## src/rtl/pc_fetch_unit_if.sv

```systemverilog
// pc_fetch_unit_if: instruction-memory fetch bus (req/addr out, ack/rdata back).
interface pc_fetch_unit_if;
   logic        req;
   logic [31:0] addr;
   logic        ack;
   logic [31:0] rdata;
   modport master (output req, addr, input ack, rdata);
   modport slave (input req, addr, output ack, rdata);
endinterface

```

## src/rtl/pc_fetch_unit.sv

```systemverilog
// pc_fetch_unit: PC register and IDLE/FETCH/EXEC fetch sequencer forming sequential, branch or jump next PC.
module pc_fetch_unit #(
   parameter logic [31:0] RESET_PC = 32'h0000_0000
) (
   input  logic                  clk,
   input  logic                  reset,
   input  logic [31:0]           branch_offset,
   input  logic                  branch_taken,
   input  logic                  jump,
   input  logic [25:0]           jump_index,
   input  logic                  stall,
   pc_fetch_unit_if.master       imem,
   output logic [31:0]           instr,
   output logic                  instr_valid,
   output logic [31:0]           pc,
   output logic [31:0]           pc_plus4
);
   typedef enum logic [1:0] {IDLE, FETCH, EXEC} state_t;
   state_t state, state_nxt;
   logic [31:0] next_pc;
   assign pc_plus4 = pc + 32'd4;
   assign next_pc = jump ? {pc_plus4[31:28], jump_index, 2'b00} :
                    branch_taken ? pc_plus4 + {branch_offset[31:2], 2'b00} : pc_plus4;
   assign imem.req = state == FETCH;
   assign imem.addr = pc;
   always_comb begin
      state_nxt = state;
      case (state)
         IDLE:    state_nxt = FETCH;
         FETCH:   state_nxt = imem.ack ? EXEC : FETCH;
         EXEC:    state_nxt = stall ? EXEC : FETCH;
         default: state_nxt = IDLE;
      endcase
   end
   always_ff @(posedge clk or posedge reset) begin
      if (reset) begin
         state       <= IDLE;
         pc          <= RESET_PC;
         instr       <= '0;
         instr_valid <= 1'b0;
      end else begin
         state <= state_nxt;
         if (state == FETCH && imem.ack) begin
            instr       <= imem.rdata;
            instr_valid <= 1'b1;
         end
         if (state == EXEC && !stall) begin
            pc          <= next_pc;
            instr_valid <= 1'b0;
         end
      end
   end
endmodule

```

## src/flat_wrapper.sv

```systemverilog
// flat-port wrapper written by rule: the top's interface ports become plain ports
module pc_fetch_unit_flat 
#(
   parameter logic [31:0] RESET_PC = 32'h0000_0000
)
  (clk, reset, branch_offset, branch_taken, jump, jump_index, stall, instr, instr_valid, pc, pc_plus4, imem_req, imem_addr, imem_ack, imem_rdata);
  pc_fetch_unit_if imem_i ();
  input  logic clk;
  input  logic reset;
  input  logic [31:0] branch_offset;
  input  logic branch_taken;
  input  logic jump;
  input  logic [25:0] jump_index;
  input  logic stall;
  output logic [31:0] instr;
  output logic instr_valid;
  output logic [31:0] pc;
  output logic [31:0] pc_plus4;
  output wire logic [$bits(imem_i.req)-1:0] imem_req;
  output wire logic [$bits(imem_i.addr)-1:0] imem_addr;
  input wire logic [$bits(imem_i.ack)-1:0] imem_ack;
  input wire logic [$bits(imem_i.rdata)-1:0] imem_rdata;
  assign imem_req = imem_i.req;
  assign imem_addr = imem_i.addr;
  assign imem_i.ack = imem_ack;
  assign imem_i.rdata = imem_rdata;
  pc_fetch_unit #(.RESET_PC(RESET_PC)) u_core (.clk(clk), .reset(reset), .branch_offset(branch_offset), .branch_taken(branch_taken), .jump(jump), .jump_index(jump_index), .stall(stall), .imem(imem_i), .instr(instr), .instr_valid(instr_valid), .pc(pc), .pc_plus4(pc_plus4));
endmodule
```

## config.mk

```make
export PLATFORM = sky130hd
export DESIGN_NAME = pc_fetch_unit_flat
export DESIGN_NICKNAME = d
export VERILOG_FILES = /design/src/rtl/pc_fetch_unit_if.sv /design/src/rtl/pc_fetch_unit.sv /design/src/flat_wrapper.sv
export SDC_FILE = /design/constraint.sdc
export NUM_CORES = 1
export LEC_CHECK = 0
export ABC_AREA = 0
export ABC_CLOCK_PERIOD_IN_PS = 3300
export CAP_MARGIN = 0
export CORE_AREA = 4 4 139 141
export CTS_CLUSTER_DIAMETER = 60
export CTS_CLUSTER_SIZE = 14
export DETAILED_ROUTE_END_ITERATION = 6
export DIE_AREA = 0 0 143 145
export DONT_BUFFER_PORTS = 1
export SLEW_MARGIN = 20
export SYNTH_ARGS = -nofsm -noshare
export SYNTH_HDL_FRONTEND = slang
export SYNTH_SLANG_ARGS = --single-unit
```

## constraint.sdc

```tcl
create_clock -name clk -period 3.3 [get_ports clk]
set_input_delay 0.66 -clock clk [delete_from_list [all_inputs] [get_ports clk]]
set_output_delay 0.66 -clock clk [all_outputs]
set_load 0.02 [all_outputs]
```

==> impl_metrics.yaml <==
setup_path:
  reg2regPathDepth: 16
  r2r_slack_ps: -250
  worstPathMaxFanout: 4
  cp-startpoint: "u_core.imem.addr[12]"
  crit_type: "reg2reg"
  cp.arrival_ps: 3770
  reg2reg_to: "u_core.imem.addr[30]"
  cp-end-kind: "flop"
  reg2reg_from: "u_core.imem.addr[12]"
  required_ps: 3520
  startpoint_type: "flop"
  endpoint: "u_core.imem.addr[30]"
clock_network:
  cts_tree: "built"
  clockBufferDepth: 2
  cts-root-buf: "clkbuf_16"
  hold_buffers: 0
  cts.clk_slew.worst_paths_ps: 70
  clock_latency_ps: 340
  cts_htree_levels: 3
  clock_sinks: 65
  cts_buffers: 9
final_layout:
  multiInputGateArea_um2: 3811
  n_antenna_cell: 0
  synthToLayoutAreaGrowth_pct: 41.57
  fin_util: 0.4210
  finalNetCount: 881
  nFillCells: 1744
  final_common_cell: "buf_4"
  stdcell_area_um2: 7564
  drive_gt1_frac: 0.4436
  layout.cells.most_common_list: "buf_4 (180), nand2_1 (57), dfrtp_1 (53), nor2_1 (39), mux2_2 (32)"
  ff_latch_area_um2: 1642
floorplan:
  io_pins: 226
  initial_core_util: 0.2974
  die_h_um: 145
  die_area_um2: 20740
  die-width_um: 143
  core_area_um2: 17960
  row_count: 49
drt:
  num_vias: 4991
  drt-vias-per-instance: 5.082
  first_iter_violations: 262
  dr.pass1.iters: 5
  totalWireLength_um: 19530
  post_drt_wl_per_cell_um: 19.89
  drc_errors: 0
  ant_nets: 0
synth:
  synth_top_area_frac: 0.3044
  ys_seq_elements: 65
  synth_cells: 603
  yosysSeqAreaShare: 0.3044
  ys_warn_count: 0
  synth_largest_area_cell: "dfrtp_1"
  synth_edf_count: 0
  syn_avg_cell_area_um2: 8.860
  ys.flop_type: "dfrtp_1"
  yosysUniqueCellTypes: 65
  ys_async_sr_fraction: 1.000
  synth.area.top_cells: "dfrtp_1 (30%), ha_1 (8.4%), mux2_2 (7.0%), buf_4 (5.3%), nand2_1 (4.4%)"
  syn-cell-area_um2: 5343
run_status:
  outcome: "finished, violations left"
  violations: "negative setup slack"
pwr:
  vdd_ir_drop_max_mv: 0.5400
  power_density_nw_per_um2: 1092
  power.leakage_nw: 3.468
sta:
  timing.final.crit_share: 1.075
  tns_ps: -1305
  tightestPinTransition_ps: 650.8
  setup_viol: 11
  finalHoldViolations: 0
  slew-limit-headroom: 0.5655
  rsz0062_at_grt: "yes"
  drv_slew: 0
  layout_min_cycle_time_ps: 3548
  finalClockSkew_ps: 9.287
  max_freq_mhz: 281.9
  fin_ws_ps: -247.9
  whs_ps: 301.2
placed_design:
  port_buffers: 0
  placed_area_um2: 6733
  place_congestion: 0.9048
  dp_hpwl_um: 15070
global_route:
  grt_pass1_wl_um: 29390
  grt_usage: 0.1819
  gr-total-overflow: 0
  grt_antenna_before_repair: 0
  first_global_vias: 5186
  grt_max_degree: 35
min_path:
  holdCritPathClass: "in2async"
job:
  maxCapViolations: 0
stage by stage:
| stage | setup WS [ps] | instances | power [mW] |
|---|---|---|---|
| 2_1_floorplan | -201.3 | 608 | 5.046 |
| 3_3_place_gp | -241.7 | 944 | 6.615 |
| 3_5_place_dp | -319.1 | 944 | 6.681 |
| 4_1_cts | -156.0 | 971 | 8.005 |
| 5_1_grt | -428.7 | 982 | 8.819 |
| 6_report | -247.9 | 982 | 8.259 |
synth_stat cells (4+ instances only):
cell type / count
nor2_1: 44
a31oi_1: 6
o21ai_1: 11
ha_1: 36
a21oi_1: 32
mux2_2: 33
nor2b_1: 5
clkbuf_1: 15
nand2_1: 62
a21o_2: 4
nand3_1: 19
a211oi_1: 7
inv_1: 15
xor2_1: 25
xnor2_1: 25
and3_1: 15
nor3_1: 13
a222oi_1: 6
o21a_1: 6
mux2i_1: 5
buf_4: 38
o21ai_0: 39
dfrtp_1: 65
a21o_1: 10
o211ai_1: 8
nand4_1: 5
how the worst min path moves through the flow:
stage,start,endpoint,depth (start not counted)
floorplan,u_core.state[0],u_core.state[1],1
global placement,u_core.imem.addr[3],u_core.imem.addr[3],2
detailed placement,u_core.imem.addr[3],u_core.imem.addr[3],2
CTS,reset,u_core.instr[21],1
global route,reset,u_core.state[0],1
finish,reset,u_core.instr[17],1
state kept, by name, summed over array words and instances, names as in the netlist:
register,cells
u_core.instr_valid,1
u_core.state,2
u_core.instr,32
u_core.imem.addr,30
cell families (layout without fill, tap and decap cells):
logic type / count (synthesis) / count (layout) / synth area share
DFF: 65 / 65 / 0.3044
buffers and inverters: 75 / 220 / 0.08454
and+or+nand+nor: 175 / 175 / 0.1499
muxes: 39 / 39 / 0.08103
AOI/OAI and AO/OA: 161 / 161 / 0.2094
other: 1 / 6 / 0.0007019
xor gates and xnor gates: 50 / 50 / 0.08197
adders and majority gates: 37 / 37 / 0.08806
per-layer routing:
| layer | vias up | track usage | share of wire | wire [µm] |
|---|---|---|---|---|
| li1 | 2420 | - | - | - |
| met1 | 2379 | 0.2176 | 0.41 | 8026 |
| met2 | 176 | 0.3153 | 0.50 | 9820 |
| met3 | 16 | 0.05923 | 0.070 | 1362 |
| met4 | 0 | 0.04278 | 0.016 | 322 |
| met5 | - | 0 | 0 | 0 |
where the power goes:
group	switching [mW]	internal (mW)
registers	0.560	1.19
logic	2.96	2.47
clock network	0.393	0.685
layout make-up:
class	count	area share
clock inverters	4	0.01009
flip-flops and latches	65	0.2170
well taps	229	0.03788
inverters	16	0.007940
repair buffers	188	0.1906
clock buffers	12	0.03259
multi-input cells	468	0.5039
timing repair:
item,4_1_cts,5_1_grt
endpoints found under the setup margin,11,20
pin swaps,49,51
setup buffers,11,11
gates resized for setup,35,46
critical path, cell delays in order (launching register included):
cell and delay [ps]:
dfrtp_2 380, and4_4 230, and3_4 190, and3_4 240, and2_4 190, xor2_4 200, ha_4 230, a21o_4 200
a21o_1 160, a21o_1 170, or3_1 300, a31oi_1 200, nor2_2 100, buf_4 140, a311oi_2 210, xor2_1 220
o21ai_1 80
No activity file was read; power rests on OpenSTA's default activity.
